==> src/rtl/pic_control_unit.sv <==
// Interrupt-controller control core: ICW/OCW decode, IMR/ISR, rotating priority,
// two-pulse INTA sequencing with vector generation, AEOI and poll mode.
module pic_control_unit #(
  parameter int NUM_IRQ = 8,
  parameter int LVL_W   = 3
) (
  input  logic               clk,
  input  logic               reset,
  input  logic               wr_en,
  input  logic               wr_a0,
  input  logic [7:0]         wr_data,
  input  logic               rd_en,
  input  logic               rd_a0,
  output logic [7:0]         rd_data,
  input  logic [NUM_IRQ-1:0] irq_req,
  input  logic               inta,
  output logic               int_out,
  output logic [7:0]         vector_out,
  output logic               vector_valid,
  output logic [NUM_IRQ-1:0] clear_req,
  output logic [NUM_IRQ-1:0] isr,
  output logic [NUM_IRQ-1:0] imr
);

  typedef enum logic [2:0] {
    UNINIT, W_ICW2, W_ICW3, W_ICW4, READY
  } init_t;

  typedef enum logic {A_IDLE, A_WAIT2} ack_t;

  typedef struct packed {
    logic             found;
    logic [LVL_W-1:0] lvl;
    logic [LVL_W-1:0] rank;
  } prio_t;

  localparam logic [LVL_W-1:0] LAST = LVL_W'(NUM_IRQ - 1);

  init_t init_q, init_n;
  ack_t  ack_q, ack_n;

  logic             sngl_q, sngl_n;
  logic             ic4_q, ic4_n;
  logic [4:0]       base_q, base_n;
  logic [7:0]       icw3_q, icw3_n;
  logic             aeoi_q, aeoi_n;
  logic             rot_q, rot_n;
  logic             rsel_q, rsel_n;
  logic             poll_q, poll_n;
  logic             spur_q, spur_n;
  logic [LVL_W-1:0] lp_q, lp_n;
  logic [LVL_W-1:0] lvl_q, lvl_n;

  logic [NUM_IRQ-1:0] isr_n, imr_n, clr_n;
  logic [7:0]         rd_n, vec_n;
  logic               vv_n, int_n;

  prio_t cand, isr_top;
  logic  icw1;
  logic  l_ok;

  // Index i=1 is the top level; scanning downward lets it win last.
  function automatic prio_t resolve(
    input logic [NUM_IRQ-1:0] v,
    input logic [LVL_W-1:0]   lp
  );
    prio_t r;
    int    idx;
    r = '0;
    for (int i = NUM_IRQ; i >= 1; i--) begin
      idx = int'(lp) + i;
      if (idx >= NUM_IRQ) idx = idx - NUM_IRQ;
      if (v[LVL_W'(idx)]) begin
        r.found = 1'b1;
        r.lvl   = LVL_W'(idx);
        r.rank  = LVL_W'(i - 1);
      end
    end
    return r;
  endfunction

  always_comb begin
    cand    = resolve(irq_req & ~imr, lp_q);
    isr_top = resolve(isr, lp_q);
    icw1    = wr_en && !wr_a0 && wr_data[4];
    l_ok    = int'(wr_data[2:0]) < NUM_IRQ;

    init_n = init_q;
    ack_n  = ack_q;
    sngl_n = sngl_q;
    ic4_n  = ic4_q;
    base_n = base_q;
    icw3_n = icw3_q;
    aeoi_n = aeoi_q;
    rot_n  = rot_q;
    rsel_n = rsel_q;
    poll_n = poll_q;
    spur_n = spur_q;
    lp_n   = lp_q;
    lvl_n  = lvl_q;
    isr_n  = isr;
    imr_n  = imr;
    clr_n  = '0;
    rd_n   = rd_data;
    vec_n  = vector_out;
    vv_n   = 1'b0;

    if (inta && init_q == READY) begin
      if (ack_q == A_IDLE) begin
        ack_n = A_WAIT2;
        if (cand.found) begin
          lvl_n            = cand.lvl;
          spur_n           = 1'b0;
          isr_n[cand.lvl]  = 1'b1;
          clr_n[cand.lvl]  = 1'b1;
        end else begin
          lvl_n  = LAST;
          spur_n = 1'b1;
        end
      end else begin
        ack_n = A_IDLE;
        vec_n = {base_q, 3'b000} | 8'(lvl_q);
        vv_n  = 1'b1;
        if (aeoi_q && !spur_q) begin
          isr_n[lvl_q] = 1'b0;
          if (rot_q) lp_n = lvl_q;
        end
      end
    end

    if (rd_en) begin
      if (rd_a0) begin
        rd_n = 8'(imr);
      end else if (poll_q) begin
        rd_n   = {cand.found, 4'b0000, 3'(cand.lvl)};
        poll_n = 1'b0;
        if (cand.found) begin
          isr_n[cand.lvl] = 1'b1;
          clr_n[cand.lvl] = 1'b1;
        end
      end else begin
        rd_n = rsel_q ? 8'(isr) : 8'(irq_req);
      end
    end

    // ICW1 restarts init and overrides any acknowledge activity this cycle.
    if (icw1) begin
      init_n = W_ICW2;
      sngl_n = wr_data[1];
      ic4_n  = wr_data[0];
      imr_n  = '1;
      isr_n  = '0;
      lp_n   = LAST;
      aeoi_n = 1'b0;
      rot_n  = 1'b0;
      rsel_n = 1'b0;
      poll_n = 1'b0;
      ack_n  = A_IDLE;
      clr_n  = '0;
      vv_n   = 1'b0;
    end else if (wr_en) begin
      unique case (init_q)
        W_ICW2: if (wr_a0) begin
          base_n = wr_data[7:3];
          init_n = !sngl_q ? W_ICW3 : (ic4_q ? W_ICW4 : READY);
        end
        W_ICW3: if (wr_a0) begin
          icw3_n = wr_data;
          init_n = ic4_q ? W_ICW4 : READY;
        end
        W_ICW4: if (wr_a0) begin
          aeoi_n = wr_data[1];
          init_n = READY;
        end
        READY: begin
          if (wr_a0) begin
            imr_n = wr_data[NUM_IRQ-1:0];
          end else if (wr_data[4:3] == 2'b00) begin
            unique case (wr_data[7:5])
              3'b001: if (isr_top.found) isr_n[isr_top.lvl] = 1'b0;
              3'b101: if (isr_top.found) begin
                isr_n[isr_top.lvl] = 1'b0;
                lp_n               = isr_top.lvl;
              end
              3'b011: if (l_ok) isr_n[LVL_W'(wr_data[2:0])] = 1'b0;
              3'b111: if (l_ok) begin
                isr_n[LVL_W'(wr_data[2:0])] = 1'b0;
                lp_n                        = LVL_W'(wr_data[2:0]);
              end
              3'b110: if (l_ok) lp_n = LVL_W'(wr_data[2:0]);
              3'b100: rot_n = 1'b1;
              3'b000: rot_n = 1'b0;
              default: ;
            endcase
          end else if (wr_data[4:3] == 2'b01) begin
            if (wr_data[1]) rsel_n = wr_data[0];
            if (wr_data[2]) poll_n = 1'b1;
          end
        end
        default: ;
      endcase
    end

    int_n = (init_n == READY) && (ack_n == A_IDLE) && cand.found &&
            (!isr_top.found || cand.rank < isr_top.rank);
  end

  always_ff @(posedge clk) begin
    if (reset) begin
      init_q       <= UNINIT;
      ack_q        <= A_IDLE;
      sngl_q       <= 1'b0;
      ic4_q        <= 1'b0;
      base_q       <= '0;
      icw3_q       <= '0;
      aeoi_q       <= 1'b0;
      rot_q        <= 1'b0;
      rsel_q       <= 1'b0;
      poll_q       <= 1'b0;
      spur_q       <= 1'b0;
      lp_q         <= LAST;
      lvl_q        <= '0;
      isr          <= '0;
      imr          <= '1;
      clear_req    <= '0;
      rd_data      <= '0;
      vector_out   <= '0;
      vector_valid <= 1'b0;
      int_out      <= 1'b0;
    end else begin
      init_q       <= init_n;
      ack_q        <= ack_n;
      sngl_q       <= sngl_n;
      ic4_q        <= ic4_n;
      base_q       <= base_n;
      icw3_q       <= icw3_n;
      aeoi_q       <= aeoi_n;
      rot_q        <= rot_n;
      rsel_q       <= rsel_n;
      poll_q       <= poll_n;
      spur_q       <= spur_n;
      lp_q         <= lp_n;
      lvl_q        <= lvl_n;
      isr          <= isr_n;
      imr          <= imr_n;
      clear_req    <= clr_n;
      rd_data      <= rd_n;
      vector_out   <= vec_n;
      vector_valid <= vv_n;
      int_out      <= int_n;
    end
  end

endmodule

==> config.mk <==
export PLATFORM = sky130hd
export DESIGN_NAME = pic_control_unit
export DESIGN_NICKNAME = d
export VERILOG_FILES = /design/src/rtl/pic_control_unit.sv
export SDC_FILE = /design/constraint.sdc
export NUM_CORES = 1
export LEC_CHECK = 0
export BUFFER_PORTS_ARGS = -buffer_cell sky130_fd_sc_hd__buf_2
export CAP_MARGIN = 20
export CORE_AREA = 2 2 105 107
export CTS_CLUSTER_SIZE = 10
export DETAILED_ROUTE_END_ITERATION = 10
export DIE_AREA = 0 0 107 109
export PLACE_DENSITY = 0.79
export RECOVER_POWER = 50
export SETUP_SLACK_MARGIN = 0.05
export SYNTH_ARGS = -nofsm -noshare
export SYNTH_HDL_FRONTEND = slang
export SYNTH_SLANG_ARGS = --single-unit
==> constraint.sdc <==
create_clock -name clk -period 4.08 [get_ports clk]
set_input_delay 0.408 -clock clk [delete_from_list [all_inputs] [get_ports clk]]
set_output_delay 0.408 -clock clk [all_outputs]
set_load 0.01 [all_outputs]
**After elaboration in Yosys (flattened, before gate mapping)**

Cells that the tools add are included.

- Flip-flop bits (word level): 64
- Bits of input ports: 23

- Add/subtract/negate cells: 16
- Magnitude comparators: 25
- Equal/unequal tests: 12
- Multiplexer cells: 137
- Bitwise logic cells: 18
- Reduce and logical (&&, ||, !) cells: 30

Operator list:

| operator | count |
|---|---|
| $mux 8 | 23 |
| $mux 7 | 16 |
| $mux 3 | 25 |
| $mux 1 | 49 |
| $bmux 1 s3 | 16 |
| $lt 3x5->1 const B | 8 |
| $and 8x8->8 | 4 |
| $not 8->8 | 4 |
| $ge 4x4->1 const B | 7 |
| $or 8x8->8 | 3 |
| $sub 3x1->3 const B | 8 |
| $eq 3x3->1 const B | 6 |
| $add 3x3->4 const B | 4 |
| $lt 3x4->1 const B | 4 |
| $pmux 8 s2 | 1 |
| $demux 1 s3 | 4 |
| $ge 3x1->1 const B | 4 |
| $logic_and 1x1->1 | 11 |
| $eq 3x2->1 const B | 3 |
| $pmux 3 s3 | 1 |
| $add 3x2->4 const B | 2 |
| $or 8x3->8 | 1 |
| $reduce_or 2->1 | 4 |
| $eq 3x1->1 const B | 2 |
| other kinds (19) | 28 |

**Longest topological paths before layout**

- Word-level depth: 34
- Depth in mapped cells: 16
- Depth with buffers taken out: 12

**Worst setup path after synthesis**

No wires, ideal clock.

- Path kind: register to register
- Start point: reg lp_q[1]
- End point: reg isr[3]
- Setup time: 0.143 ns
- Arrival time: 3.374 ns
- Data required time: 3.937 ns
- Setup slack: 0.563 ns
- Stages on the path, launching flop included: 14
- Buffers on the path: 3
- Cell sequence: dfxtp_1 > clkinv_1 > clkbuf_1 > ha_1 > buf_2 > buf_2 > nor4b_1 > o41ai_1 > nand3_1 > a2111o_1 > or2_1 > and2_1 > a41oi_1 > a211oi_2

- Longest elaborated chain between the ends: 34
- Elaborated cells on any way between the ends: 124

Ends and longest elaborated chain:

| element | RTL line | text |
|---|---|---|
| from (decl) | 51 | `logic [LVL_W-1:0] lp_q, lp_n;` |
| from (signal assigned) | 242 | `lp_q <= lp_n;` |
| $add 3x4->5 | 71 | `idx = int'(lp) + i;` |
| $ge 5x4->1 or $sub 3x1->3 (tied branches) | 72 | `if (idx >= NUM_IRQ) idx = idx - NUM_IRQ;` |
| $mux 3 | 72 |  |
| $bmux 1 s3 | 73 | `if (v[LVL_W'(idx)]) begin` |
| $mux 1 (implied by the code) (2 in a row) | 73 |  |
| $mux 7 (8 in a row) | 73 |  |
| $lt 3x4->1 (implied by the code) or $ge 3x1->1 (tied branches) | 114, 138 |  |
| $logic_and 1x1->1 (implied by the code) | 114, 138 |  |
| [10 not listed] | -- |  |
| $mux 8 | 131 | `if (rd_en) begin` |
| $and 8x8->8 (no source line) | -- |  |
| $mux 8 | 180, 181 |  |
| $pmux 8 s2 | 179 | `unique case (wr_data[7:5])` |
| $mux 8 | 178 | `end else if (wr_data[4:3] == 2'b00) begin` |
| $mux 8 | 176 | `if (wr_a0) begin` |
| $mux 8 | 162 | `unique case (init_q)` |
| $mux 8 * | 161 | `end else if (wr_en) begin` |
| to (signal assigned) | 244 | `isr <= isr_n;` |
| to (decl) | 21 | `output logic [NUM_IRQ-1:0] isr,` |

Mark *: on every way between the ends. The rest lies on a longest branch, timed or not. The select of a mux whose other input is x is not followed.
A chain may end at the register's enable or synchronous reset.

**Worst setup path after layout**

- Start point: reg lp_q[0]
- End point: reg isr[2]

Same word-level chain as after synthesis.

==> flow_summary.ini <==
[outcome]
status = finished, final reports clean

[floorplan]
rows = 38
die_h_um = 109
pin_count = 65
die_w_um = 107
dieArea_um2 = 11660
start_util_pct = 48.73
core_um2 = 10600

[min_path]
hold_class = in2reg

[timing]
worst_pin_slew_ps = 665.5
rsz0062_at_grt = false
setup-tns-final_ps = 0
period_needed_ps = 3540
max_clock_freq_ghz = 0.2825
setup_violations = 0
fin_crit_sh_pct = 86.77
fin_hold_ws_ps = 351.5
clock_skew_ps = 15.61
hold_violations = 0
slew_headroom_pct = 55.05
fin_ws_ps = 539.6
slew_viol_final = 0

[route]
via_per_inst = 6.665
antenna_left = 0
totalWireLength_mm = 16.56
drt-pass1-iter-count = 5
drc = 0
vias = 5439
drtIter0Drc = 353
avgRoutedWirePerCell_um = 20.29

[layout]
syn2layout_area_growth_pct = 10.78
layoutNonFillerInstCount = 816
drive_above_1_share_pct = 16.86
layout_common_cells = nand2_1 (73), nor2_1 (63), dfxtp_1 (63)
final_core_util_pct = 53.98
fin_nets = 701
num_antenna_cells = 0
stdcell_area_um2 = 5723
layout_commonest_cell = nand2_1

[yosys]
synth_top_family_by_area = simple AND/OR/NAND/NOR gates
syn_nets = 656
ys_seq_elements = 64
yosysWarnings = 0
synth_seq_area_share_pct = 24.80
async_flop_share_pct = 0
yosys.area.top_type = dfxtp_1
syn_area_per_cell_um2 = 8.240
synthMuxAreaShare_pct = 21.55
synthCells = 627
synth_compound_gate_area_share_pct = 19.86
netlist_area_um2 = 5166
synth-main-ff-cell = dfxtp_1
synth_adder_area_share_pct = 1.453
synth_top_area_share_pct = 24.80
synth_simple_gate_area_share_pct = 26.67
synth.distinct_cells = 75
synth_xor_area_share_pct = 0.6539
synthTopCellsByArea = dfxtp_1 (25%), mux4_2 (10%), mux2i_1 (8.9%)
synth_edf_count = 0

[clock_tree]
cts_buffers = 9
clkSlewWorstSetupHoldPaths_ps = 80
clkLatencyLatePin_ps = 350
cts_root_buf = clkbuf_8
cts_max_path_buffers = 2
ctsHtreeMaxLevel = 3
hold_buffers = 0
cts.sinks = 64
cts_tree = built
cts_resized = 0
post-cts-setup-buffers = 0

[worst_setup_path]
cpMaxStageDelayCell = mux4_2
crit_arrival_ps = 3800
timing_worst_setup_path_type = reg2reg
path_common_cell = a41oi_1
crit_path_cell_trace = ha_1 -> xnor2_2 -> mux4_2 -> mux2i_1 -> o2111ai_1 -> o32ai_1 -> a31o_1 -> a41oi_1 -> a41oi_1
startpoint_type = flip-flop
worstPathRequired_ps = 4340
critPathMaxFanout = 9
slowest_delay_ps = 560
endpoint_kind = flip-flop

[power_and_ir_drop]
p_sw_uw = 303.3
p_comb_share_pct = 7.3
vdd_ir_drop_max_mv = 0.2727
p_leak_nw = 2.164
p_seq_share_pct = 52.6
p_int_uw = 913.3
pwr-share-clk_pct = 40.0
swShare_pct = 24.93
powerDensity_nw_per_um2 = 212.6
finalPower_mw = 1.217

[place]
port_buffers = 64
placed_area_um2 = 5595
place_hpwl_mm = 12.36
gp_congestion = 0.9845
place_ws_ps = 654.0
dpl.cell_count = 801

[grt]
track_usage_pct = 28.80
grt_pass1_wl_mm = 26.45
grt_start_max_net_pins = 32
first_global_vias = 5207
gr-total-overflow = 0
antenna_found_initial = 0

[run]
maxCapViolCount = 0
## area by class of cell
cell class | count | area [um^2]
flip-flops and latches | 64 | 1282
clock inverters | 3 | 17.52
clock buffers | 12 | 155.1
fillers | 981 | 4880
well taps | 140 | 175.2
repair buffers | 82 | 410.4
multi-input cells | 500 | 3626
inverters | 15 | 56.30
## cells by family after synthesis
logic type	count (synthesis)
and+or+nand+nor	269
AOI/OAI and AO/OA	141
muxes	81
DFF	64
buffers and inverters	63
adders and majority gates	6
xor gates and xnor gates	3
## synthesized netlist by cell type (4+ instances only)
master,instances
o21ai_0,23
nor4b_1,4
ha_1,6
nor3_1,12
o211ai_1,5
o41ai_1,5
buf_2,9
mux2_2,12
a21oi_1,22
nor3b_1,4
nand2_1,73
nand3b_1,5
mux2i_1,46
nand2b_1,17
nor4bb_1,6
nand3_1,27
buf_1,7
o22ai_1,5
a32oi_1,4
dfxtp_1,64
nor2b_1,17
a311oi_1,5
clkbuf_1,29
or2_2,5
nor2_1,63
and2_1,7
o311a_1,5
o221ai_1,4
a211oi_1,13
a31oi_1,7
a22oi_1,8
o2111ai_1,5
a41oi_1,6
nor4_1,4
mux4_2,23
inv_1,12
and3_1,4
nand4_1,5
## worst max-delay path: cells and delay by family (launching register included)
kind / cells / cell delay, ps
AOI/OAI and AO/OA: 5 / 1370
DFF: 1 / 350
xor gates and xnor gates: 1 / 300
adders and majority gates: 1 / 330
muxes: 2 / 1080
## path summary, 6_finish.rpt
kind	depth (start not counted)	startpoint	slack (ps)	end
worst max-delay path	9	lp_q[0]$_SDFF_PP1_	540	isr[2]$_SDFF_PP0_
worst min-delay path	3	wr_data[4]	350	imr[4]$_SDFFE_PP1P_
worst max register to register	9	lp_q[0]$_SDFF_PP1_	540	isr[2]$_SDFF_PP0_
worst min register to register	2	rot_q$_SDFFE_PP0P_	480	rot_q$_SDFFE_PP0P_
## power by group through the flow
stage	Combinational (mW)	Sequential, mW	Clock, mW
final	0.0894	0.640	0.487
after global routing	0.0977	0.641	0.518
after CTS	0.0899	0.640	0.490
after detailed placement	0.0895	0.654	0
after global placement	0.0876	0.653	0
after floorplan	0.0511	0.654	0
## sequential cells by signal (all words and copies together) (netlist names), 3 cells and up
signal and flops:
clear_req 8, imr 8, isr 8, rd_data 8
vector_out 8, base_q 5, init_q 3, lp_q 3
lvl_q 3
## per-layer routing
layer	track usage (%)	part of all wire [%]	vias up
met5	0	0	-
met4	14.01	4.1	0
met3	2.929	7.9	63
met2	50.18	49	329
met1	35.76	39	2588
li1	-	-	2459
(Power assumes the default switching activity.)
